--- config.mk ---
export PLATFORM = sky130hd
export DESIGN_NAME = alien_fire_scheduler
export DESIGN_NICKNAME = d
export VERILOG_FILES = /design/src/rtl/alien_fire_scheduler.sv
export SDC_FILE = /design/constraint.sdc
export NUM_CORES = 1
export LEC_CHECK = 0
export CELL_PAD_IN_SITES_DETAIL_PLACEMENT = 2
export CELL_PAD_IN_SITES_GLOBAL_PLACEMENT = 2
export CORE_MARGIN = 2
export CORE_UTILIZATION = 32
export DETAILED_ROUTE_END_ITERATION = 7
export PLACE_DENSITY_LB_ADDON = 0.15
export SLEW_MARGIN = 20
export SYNTH_ARGS = -nofsm -noshare
export SYNTH_HDL_FRONTEND = slang
export SYNTH_SLANG_ARGS = --single-unit
--- constraint.sdc ---
create_clock -name clk_36MHz -period 3.25 [get_ports clk_36MHz]
set_clock_uncertainty 0.15 [all_clocks]
set_input_delay 0.4875 -clock clk_36MHz [delete_from_list [all_inputs] [get_ports clk_36MHz]]
set_output_delay 0.4875 -clock clk_36MHz [all_outputs]
set_load 0.05 [all_outputs]
--- src/rtl/alien_fire_scheduler.sv ---
// Alien return-fire scheduler: after each cooldown picks the next live column
// round-robin and the lowest free bullet slot, pulses launch, then awaits flight.
module alien_fire_scheduler #(
  parameter int NUM_COLS       = 8,
  parameter int NUM_SLOTS      = 2,
  parameter int TICK_CYCLES    = 36000,
  parameter int COOLDOWN_TICKS = 40,
  parameter int ACK_TIMEOUT    = 4
) (
  input  logic                        clk_36MHz,
  input  logic                        reset,
  input  logic                        enable,
  input  logic [NUM_COLS-1:0]         col_valid,
  input  logic [NUM_SLOTS-1:0]        slot_busy,
  output logic [NUM_SLOTS-1:0]        launch,
  output logic [$clog2(NUM_COLS)-1:0] launch_col,
  output logic                        launch_fail,
  output logic [7:0]                  fire_count
);

  localparam int COL_W  = $clog2(NUM_COLS);
  localparam int SLOT_W = (NUM_SLOTS > 1) ? $clog2(NUM_SLOTS) : 1;
  localparam int TICK_W = (TICK_CYCLES > 1) ? $clog2(TICK_CYCLES) : 1;
  localparam int COOL_W = (COOLDOWN_TICKS > 0) ? $clog2(COOLDOWN_TICKS + 1) : 1;
  localparam int ACK_W  = $clog2(ACK_TIMEOUT + 1);

  typedef enum logic [1:0] {
    ST_COOLDOWN = 2'd0,
    ST_SELECT   = 2'd1,
    ST_LAUNCH   = 2'd2,
    ST_WAIT_ACK = 2'd3
  } state_t;

  state_t              state_q, state_d;
  logic [TICK_W-1:0]   tick_cnt_q, tick_cnt_d;
  logic [COOL_W-1:0]   cool_q, cool_d;
  logic [ACK_W-1:0]    ack_cnt_q, ack_cnt_d;
  logic [COL_W-1:0]    rr_ptr_q, rr_ptr_d;
  logic [SLOT_W-1:0]   slot_sel_q, slot_sel_d;
  logic [NUM_SLOTS-1:0] launch_q, launch_d;
  logic [COL_W-1:0]    launch_col_q, launch_col_d;
  logic                launch_fail_q, launch_fail_d;
  logic [7:0]          fire_count_q, fire_count_d;

  logic                tick;
  logic                can_fire;
  logic                acked;
  logic                timed_out;
  logic [COL_W-1:0]    col_pick;
  logic [SLOT_W-1:0]   slot_pick;

  // First requesting column at or after ptr, wrapping modulo NUM_COLS.
  function automatic logic [COL_W-1:0] rr_pick(input logic [NUM_COLS-1:0] req,
                                               input logic [COL_W-1:0]    ptr);
    logic [COL_W-1:0] pick;
    logic [COL_W-1:0] idx_v;
    logic             found;
    int               idx;
    pick  = '0;
    found = 1'b0;
    for (int i = 0; i < NUM_COLS; i++) begin
      idx = int'(ptr) + i;
      if (idx >= NUM_COLS) idx = idx - NUM_COLS;
      idx_v = COL_W'(idx);
      if (!found && req[idx_v]) begin
        pick  = idx_v;
        found = 1'b1;
      end
    end
    return pick;
  endfunction

  function automatic logic [SLOT_W-1:0] lowest_free(input logic [NUM_SLOTS-1:0] busy);
    logic [SLOT_W-1:0] pick;
    logic [SLOT_W-1:0] i_v;
    pick = '0;
    for (int i = NUM_SLOTS - 1; i >= 0; i--) begin
      i_v = SLOT_W'(i);
      if (!busy[i_v]) pick = i_v;
    end
    return pick;
  endfunction

  function automatic logic [COL_W-1:0] col_after(input logic [COL_W-1:0] c);
    return (int'(c) == NUM_COLS - 1) ? '0 : c + COL_W'(1);
  endfunction

  assign tick      = enable && (tick_cnt_q == TICK_W'(TICK_CYCLES - 1));
  assign can_fire  = (|col_valid) && !(&slot_busy);
  assign acked     = slot_busy[slot_sel_q];
  assign timed_out = (ack_cnt_q >= ACK_W'(ACK_TIMEOUT - 1));
  assign col_pick  = rr_pick(col_valid, rr_ptr_q);
  assign slot_pick = lowest_free(slot_busy);

  always_ff @(posedge clk_36MHz) begin
    if (reset) state_q <= ST_COOLDOWN;
    else       state_q <= state_d;
  end

  always_comb begin
    state_d = state_q;
    if (!enable) begin
      state_d = ST_COOLDOWN;
    end else begin
      case (state_q)
        ST_COOLDOWN: if (cool_q == '0 || (tick && cool_q == COOL_W'(1))) state_d = ST_SELECT;
        ST_SELECT:   if (can_fire) state_d = ST_LAUNCH;
        ST_LAUNCH:   state_d = ST_WAIT_ACK;
        ST_WAIT_ACK: if (acked || timed_out) state_d = ST_COOLDOWN;
        default:     state_d = ST_COOLDOWN;
      endcase
    end
  end

  // The ack counter is zero in LAUNCH and counts that cycle too, so the
  // fail pulse lands ACK_TIMEOUT cycles after the launch pulse.
  always_comb begin
    tick_cnt_d    = tick ? '0 : tick_cnt_q + TICK_W'(1);
    cool_d        = cool_q;
    ack_cnt_d     = ack_cnt_q;
    rr_ptr_d      = rr_ptr_q;
    slot_sel_d    = slot_sel_q;
    launch_d      = '0;
    launch_col_d  = launch_col_q;
    launch_fail_d = 1'b0;
    fire_count_d  = fire_count_q;
    if (!enable) begin
      tick_cnt_d = '0;
      cool_d     = COOL_W'(COOLDOWN_TICKS);
    end else begin
      case (state_q)
        ST_COOLDOWN: begin
          if (tick && cool_q != '0) cool_d = cool_q - COOL_W'(1);
        end
        ST_SELECT: begin
          if (can_fire) begin
            launch_col_d = col_pick;
            slot_sel_d   = slot_pick;
            rr_ptr_d     = col_after(col_pick);
            launch_d     = NUM_SLOTS'(1) << slot_pick;
            ack_cnt_d    = '0;
          end
        end
        ST_LAUNCH: begin
          ack_cnt_d = ack_cnt_q + ACK_W'(1);
        end
        ST_WAIT_ACK: begin
          if (acked) begin
            fire_count_d = fire_count_q + 8'd1;
            cool_d       = COOL_W'(COOLDOWN_TICKS);
          end else if (timed_out) begin
            launch_fail_d = 1'b1;
            cool_d        = COOL_W'(COOLDOWN_TICKS);
          end else begin
            ack_cnt_d = ack_cnt_q + ACK_W'(1);
          end
        end
        default: ;
      endcase
    end
  end

  always_ff @(posedge clk_36MHz) begin
    if (reset) begin
      tick_cnt_q    <= '0;
      cool_q        <= COOL_W'(COOLDOWN_TICKS);
      rr_ptr_q      <= '0;
      launch_q      <= '0;
      launch_col_q  <= '0;
      launch_fail_q <= 1'b0;
      fire_count_q  <= '0;
    end else begin
      tick_cnt_q    <= tick_cnt_d;
      cool_q        <= cool_d;
      rr_ptr_q      <= rr_ptr_d;
      launch_q      <= launch_d;
      launch_col_q  <= launch_col_d;
      launch_fail_q <= launch_fail_d;
      fire_count_q  <= fire_count_d;
    end
    ack_cnt_q  <= ack_cnt_d;
    slot_sel_q <= slot_sel_d;
  end

  assign launch      = launch_q;
  assign launch_col  = launch_col_q;
  assign launch_fail = launch_fail_q;
  assign fire_count  = fire_count_q;

endmodule

==> flow_metrics.py, run 1 <==
metrics = {
    "critical_path": {
        "slowest_stage": "mux4_2",
        "reg2reg_depth": 13,
        "cp_common_cell": "o21ai_2",
        "path_depth": 13,
        "worst-setup-path-type": "reg -> reg",
        "end_kind": "register",
        "critPathBufInv": 1,
        "arrival_ns": 3.34,
        "worst_setup_path_start_kind": "register",
        "worstPathRequired_ns": 3.34,
        "path_cells": "inv_6 -> ha_4 -> mux4_2 -> mux2_4 -> o311a_1 -> o21ai_2 -> o21ai_2 -> nand2_1 -> ha_2 -> nand2_2 -> o32ai_2 -> a41oi_1 -> a21oi_1",
        "path_delay_family": "compound AO/OA/AOI/OAI gates",
        "critPathMaxStageDelay_ns": 0.60,
        "path_max_fanout": 5,
    },
    "yosys": {
        "syn_area_sq_mm": 0.00285,
        "synth_common_cells": "nor2_1, dfxtp_1, nand3_1, xor2_1, nand2_1",
        "syn_area_per_cell_sq_um": 9.23,
        "synthDistinctLibCells": 59,
        "synth_seq_area_share": 0.330,
        "yosys.area.top_type": "dfxtp_1",
        "yosys.area.top_type_share": 0.288,
        "synth_edf_count": 4,
        "synth.most_common_cell": "nor2_1",
        "synth_nets": 336,
        "ys.flop_type": "dfxtp_1",
        "synthCells": 309,
        "async_flop_share": 0,
        "ys_seq_elements": 45,
        "synth.area.top_cells": "dfxtp_1, xor2_1, ha_1, nor2_1, mux4_1",
        "yosysWarningCount": 0,
    },
    "routing": {
        "wl_um": 8230,
        "num_vias": 2535,
        "drc": 0,
        "dr.first_iter.drc_count": 61,
        "post_drt_via_cell_ratio": 5.34,
        "ant_nets": 0,
        "routedWlPerCell_um": 17.3,
        "dr.pass1.iters": 4,
    },
    "floorplan": {
        "die_h_um": 98.4,
        "fp.dieArea_sq_mm": 0.00969,
        "floorplan.rows": 34,
        "coreArea_sq_mm": 0.00868,
        "start_util": 0.329,
        "fp.dieW_um": 98.4,
        "ios": 27,
    },
    "clock_tree": {
        "htreeDepth": 2,
        "clock_sinks": 45,
        "worstSkewPairLatency_ns": 0.30,
        "cts-root-buf": "clkbuf_8",
        "numCtsBuffers": 5,
        "clock_tree.buffer_depth": 2,
        "tritoncts": "yes",
        "path_clk_slew_ns": 0.09,
    },
    "worst_hold_path": {
        "whs_path_depth": 2,
        "min_path_type": "reg -> reg",
    },
    "power_and_ir_drop": {
        "vdd_ir_drop_max_mv": 0.163,
        "power_density_mw_per_mm2": 294,
        "p_leak_nw": 1.32,
    },
    "layout": {
        "layout-drive-gt1-share": 0.204,
        "fin_cells": 475,
        "syn2layout_area_growth_pct": 25.9,
        "antenna_cells": 0,
        "fin_nets": 393,
    },
    "sta": {
        "fmax_ghz": 0.308,
        "setup_viol": 0,
        "max_slew_margin": 0.625,
        "period_share": 1.00,
        "hold_viol_final": 0,
        "min_period_ns": 3.25,
        "rsz0062_at_grt": "yes",
        "slew_viol_final": 0,
        "worst_pin_slew_ns": 0.562,
        "whs_ns": 0.344,
    },
    "job": {
        "cap_violations": 0,
    },
    "global_routing": {
        "global_route.overflow_total": 0,
        "track_usage": 0.179,
        "grt_pass1_vias": 2826,
        "antenna_found_initial": 0,
        "grt_max_degree": 19,
        "grt_pass1_wl_um": 14100,
    },
    "placed_design": {
        "placed_cells": 461,
        "place_hpwl_um": 6050,
        "place.gp.congestion": 0.860,
        "io_buffers": 26,
    },
    "run_status": {
        "status": "finished clean",
    },
}
## sequential cells by signal (all words and copies together) (netlist names)
name         count
ack_cnt_q        3
cool_q           6
fire_count       8
launch           2
launch_col       3
launch_fail      1
rr_ptr_q         3
slot_sel_q       1
state_q          2
tick_cnt_q      16
## layout make-up
type	instances	area [sq um]
clock buffer	7	86.3
clock inverter	1	6.26
fill	996	5090
inverter	14	57.6
multi-input combinational	241	1850
sequential	45	946
tap	108	135
timing repair buffer	59	512
## per-layer routing
layer | part of all wire | vias to the layer above | global-route usage | routed length (um)
met5 | 0 | - | 0 | 0
met4 | 0.0083 | 0 | 0.0348 | 68
met3 | 0.029 | 6 | 0.0298 | 235
met2 | 0.48 | 29 | 0.304 | 3940
met1 | 0.48 | 1264 | 0.242 | 3990
li1 | - | 1236 | - | -
## kinds of logic after synthesis
kind of cell | synth area share
muxes | 0.140
buffers and inverters | 0.0364
DFF | 0.330
adders and majority gates | 0.0614
AOI/OAI and AO/OA | 0.135
xor gates and xnor gates | 0.0860
and+or+nand+nor | 0.211
## report_power, final
part | switching (W) | internal [W] | total (W)
Sequential | 0.00000189 | 0.000558 | 0.000560
Combinational | 0.0000633 | 0.0000603 | 0.000124
Clock | 0.000199 | 0.000174 | 0.000373
Total | 0.000264 | 0.000792 | 0.00106
## final timing paths
kind | endpoint | slack [ns] | from
setup / recovery | rr_ptr_q[2]$_SDFFE_PP0P_ | 0.0009 | rr_ptr_q[0]$_SDFFE_PP0P_
hold / removal | launch_col[0]$_SDFFE_PP0P_ | 0.34 | launch_col[0]$_SDFFE_PP0P_
setup reg to reg | rr_ptr_q[2]$_SDFFE_PP0P_ | 0.0009 | rr_ptr_q[0]$_SDFFE_PP0P_
hold reg to reg | launch_col[0]$_SDFFE_PP0P_ | 0.34 | launch_col[0]$_SDFFE_PP0P_
## through the flow
step | setup slack (ns) | power [W] | TNS (ns) | area, sq um | util
2_1_floorplan | 0.00241 | 0.000631 | 0 | 2890 | -
3_3_place_gp | -0.313 | 0.000686 | -0.618 | 3430 | 0.395
3_5_place_dp | -0.373 | 0.000690 | -0.808 | 3430 | 0.395
4_1_cts | -0.0227 | 0.00107 | -0.0341 | 3560 | 0.410
5_1_grt | -0.154 | 0.00111 | -0.252 | 3590 | 0.414
6_report | 0.000882 | 0.00106 | 0 | 3590 | 0.414
## placed cells by master, fill, tap and decap left out, types with 3 or more instances in the layout
cell	count
nor2_1	44
dfxtp_1	39
buf_4	32
clkdlybuf4s50_1	26
nand3_1	21
xor2_1	21
nand2_1	19
inv_1	11
a21oi_1	11
ha_1	11
mux4_2	10
and3_1	8
xnor2_1	7
mux2i_1	6
o21ai_0	6
nor3_1	6
clkbuf_8	6
nand4_1	4
nor2b_1	4
edfxtp_1	4
a22oi_1	3
mux2i_2	3
and2_1	3
o21ai_2	3
nand2b_1	3
and4_1	3
## worst reg2reg max path: stages (launching register included)
cell and delay, ns:
dfxtp_4 0.38, inv_6 0.04, ha_4 0.30, mux4_2 0.60, mux2_4 0.32, o311a_1 0.30, o21ai_2 0.20, o21ai_2 0.10
nand2_1 0.08, ha_2 0.20, nand2_2 0.06, o32ai_2 0.24, a41oi_1 0.08, a21oi_1 0.15
## what timing repair did
| action | CTS | global route |
|---|---|---|
| pin swaps | 3 | 6 |
| gates resized for setup | 6 | 12 |
| endpoints found under the setup margin | 2 | 2 |
| hold buffers | 0 | 0 |
| buffers inserted | 2 | 4 |
No activity file was read; power rests on OpenSTA's default activity.
==> inputs of run 2 (changes only) <==
--- a/config.mk
+++ b/config.mk
@@ -5,11 +5,13 @@
 export SDC_FILE = /design/constraint.sdc
 export NUM_CORES = 1
 export LEC_CHECK = 0
+export CAP_MARGIN = 20
 export CELL_PAD_IN_SITES_DETAIL_PLACEMENT = 2
 export CELL_PAD_IN_SITES_GLOBAL_PLACEMENT = 2
 export CORE_MARGIN = 2
 export CORE_UTILIZATION = 32
 export DETAILED_ROUTE_END_ITERATION = 7
+export GPL_ROUTABILITY_DRIVEN = 1
 export PLACE_DENSITY_LB_ADDON = 0.15
 export SLEW_MARGIN = 20
 export SYNTH_ARGS = -nofsm -noshare
==> results of run 2 <==
Final layout, timing and power as in run 1 (identical DEF).
==> inputs of run 3 (changes only) <==
--- a/config.mk
+++ b/config.mk
@@ -5,6 +5,7 @@
 export SDC_FILE = /design/constraint.sdc
 export NUM_CORES = 1
 export LEC_CHECK = 0
+export ABC_CLOCK_PERIOD_IN_PS = 3250
 export CAP_MARGIN = 20
 export CELL_PAD_IN_SITES_DETAIL_PLACEMENT = 2
 export CELL_PAD_IN_SITES_GLOBAL_PLACEMENT = 2
@@ -13,6 +14,7 @@
 export DETAILED_ROUTE_END_ITERATION = 7
 export GPL_ROUTABILITY_DRIVEN = 1
 export PLACE_DENSITY_LB_ADDON = 0.15
+export RECOVER_POWER = 25
 export SLEW_MARGIN = 20
 export SYNTH_ARGS = -nofsm -noshare
 export SYNTH_HDL_FRONTEND = slang
==> flow_metrics.py, run 3 (synthesis results as in run 1) <==
metrics = {
    "critical_path": {
        "r2r_slack_ns": -0.003,
        "setup.worst_path.start": "rr_ptr_q[0]$_SDFFE_PP0P_",
        "reg2reg_depth": 13,
        "path_max_fanout": 5,
        "worst-setup-path-type": "reg -> reg",
        "rr_endpoint": "rr_ptr_q[2]$_SDFFE_PP0P_",
        "r2r_start": "rr_ptr_q[0]$_SDFFE_PP0P_",
        "worst_setup_path_start_kind": "register",
        "worstPathRequired_ns": 3.34,
        "end_kind": "register",
        "arrival_ns": 3.34,
    },
    "power_and_ir_drop": {
        "sw_frac_of_total": 0.250,
        "switchingPower_w": 0.000264,
        "comb_power_share": 0.117,
        "p_int_w": 0.000792,
        "vdd_ir_drop_max_mv": 0.163,
        "clkPwrFrac": 0.353,
        "power_density_mw_per_mm2": 294,
        "p_leak_nw": 1.33,
        "power_frac_seq": 0.530,
    },
    "layout": {
        "mostFrequentLayoutCells": "nor2_1, dfxtp_1, buf_4",
        "top_register": "tick_cnt_q",
        "fin_nets": 393,
        "layout_commonest_cell": "nor2_1",
        "utilization": 0.413,
        "antenna_cells": 0,
        "syn2layout_area_growth_pct": 25.8,
        "layout-drive-gt1-share": 0.202,
        "largest_reg_flops": 16,
    },
    "sta": {
        "fmax_ghz": 0.307,
        "min_period_ns": 3.25,
        "period_share": 1.00,
        "max_slew_margin": 0.625,
        "rsz0062_at_grt": "yes",
        "setup_viol": 1,
        "slew_viol_final": 0,
        "hold_viol_final": 0,
        "whs_ns": 0.344,
        "setup_ws_ns": -0.00309,
        "worst_pin_slew_ns": 0.562,
    },
    "clock_tree": {
        "numCtsBuffers": 5,
        "path_clk_slew_ns": 0.09,
        "clock_sinks": 45,
        "tritoncts": "yes",
        "htreeDepth": 2,
        "holdBufCountCts": 0,
        "worstSkewPairLatency_ns": 0.30,
        "clock_tree.buffer_depth": 2,
        "cts-root-buf": "clkbuf_8",
    },
    "placed_design": {
        "io_buffers": 26,
        "place_hpwl_um": 6050,
        "place.gp.congestion": 0.860,
    },
    "routing": {
        "routedWlPerCell_um": 17.3,
        "dr.pass1.iters": 4,
        "num_vias": 2534,
        "wl_um": 8230,
        "post_drt_via_cell_ratio": 5.33,
        "ant_nets": 0,
        "drc": 0,
        "dr.first_iter.drc_count": 61,
    },
    "global_routing": {
        "grt_pass1_vias": 2826,
        "met3_usage": 0.0298,
        "use_met1": 0.242,
        "grt_max_degree": 19,
        "grt_pass1_wl_um": 14100,
        "antenna_found_initial": 0,
        "track_usage": 0.179,
        "grtUsageMet2": 0.304,
        "top_usage_layer": "met2",
        "global_route.overflow_total": 0,
    },
    "worst_hold_path": {
        "whs_path_depth": 2,
        "min_from": "launch_col[0]$_SDFFE_PP0P_",
        "holdPathEnd": "launch_col[0]$_SDFFE_PP0P_",
        "min_path_type": "reg -> reg",
    },
    "floorplan": {
        "coreArea_sq_mm": 0.00868,
        "ios": 27,
        "floorplan.rows": 34,
        "start_util": 0.329,
        "die_h_um": 98.4,
        "fp.dieArea_sq_mm": 0.00969,
        "fp.dieW_um": 98.4,
    },
    "run_status": {
        "violations": "setup timing",
        "status": "complete, but fails checks",
    },
    "job": {
        "cap_violations": 0,
    },
}
-- run 3: final cells by class --
type / count / area (sq um)
clock inverters: 1 / 6.26
inverters: 14 / 57.6
repair buffers: 59 / 508
flip-flops and latches: 45 / 946
multi-input cells: 241 / 1850
well taps: 108 / 135
clock buffers: 7 / 86.3
fillers: 996 / 5090
-- run 3: through the flow --
step / cell area (sq um) / total power (W) / worst slack, ns / instances / setup TNS [ns]
2_1_floorplan: 2890 / 0.000631 / 0.00241 / 309 / 0
3_3_place_gp: 3430 / 0.000686 / -0.313 / 461 / -0.618
3_5_place_dp: 3430 / 0.000690 / -0.373 / 461 / -0.808
4_1_cts: 3560 / 0.00107 / -0.0227 / 471 / -0.0341
5_1_grt: 3590 / 0.00111 / -0.154 / 475 / -0.252
6_report: 3590 / 0.00106 / -0.00309 / 475 / -0.00309
-- run 3: timing repair --
action                                  in CTS  in global routing
buffers inserted                             2                  4
gates resized for setup                      6                 12
endpoints found under the setup margin       2                  2
pin swaps                                    3                  6
-- run 3: worst max-delay path: stages, from the launching register on --
cell	delay, ns
dfxtp_4	0.38
inv_6	0.04
ha_4	0.30
mux4_2	0.60
mux2_4	0.32
o311a_1	0.30
o21ai_2	0.20
o21ai_2	0.10
nand2_1	0.08
ha_2	0.20
nand2_2	0.06
o32ai_2	0.24
a41oi_1	0.08
a21oi_1	0.15
-- run 3: worst max-delay path by stage --
| stage | slack, ns | to |
|---|---|---|
| 6_report | -0.003 | rr_ptr_q[2]$_SDFFE_PP0P_ |
| 5_1_grt | -0.15 | rr_ptr_q[2]$_SDFFE_PP0P_ |
| 4_1_cts | -0.02 | rr_ptr_q[2]$_SDFFE_PP0P_ |
| 3_5_place_dp | -0.37 | rr_ptr_q[0]$_SDFFE_PP0P_ |
| 3_3_place_gp | -0.31 | rr_ptr_q[0]$_SDFFE_PP0P_ |
| 2_1_floorplan | 0.002 | rr_ptr_q[0]$_SDFFE_PP0P_ |
-- run 3: power groups by stage --
stage                     sequential (W)  clock [W]  combinational [W]
after CTS                       0.000561   0.000392           0.000120
after global placement          0.000574          0           0.000112
after global routing            0.000561   0.000415           0.000134
after floorplan                 0.000573          0          0.0000575
after detailed placement        0.000574          0           0.000116
final                           0.000560   0.000373           0.000123
-- run 3: routing by layer --
layer	routed length [um]	part of all wire	vias up
met4	68	0.0083	0
li1	-	-	1236
met1	3990	0.48	1263
met3	235	0.029	6
met2	3930	0.48	29
met5	0	0	-
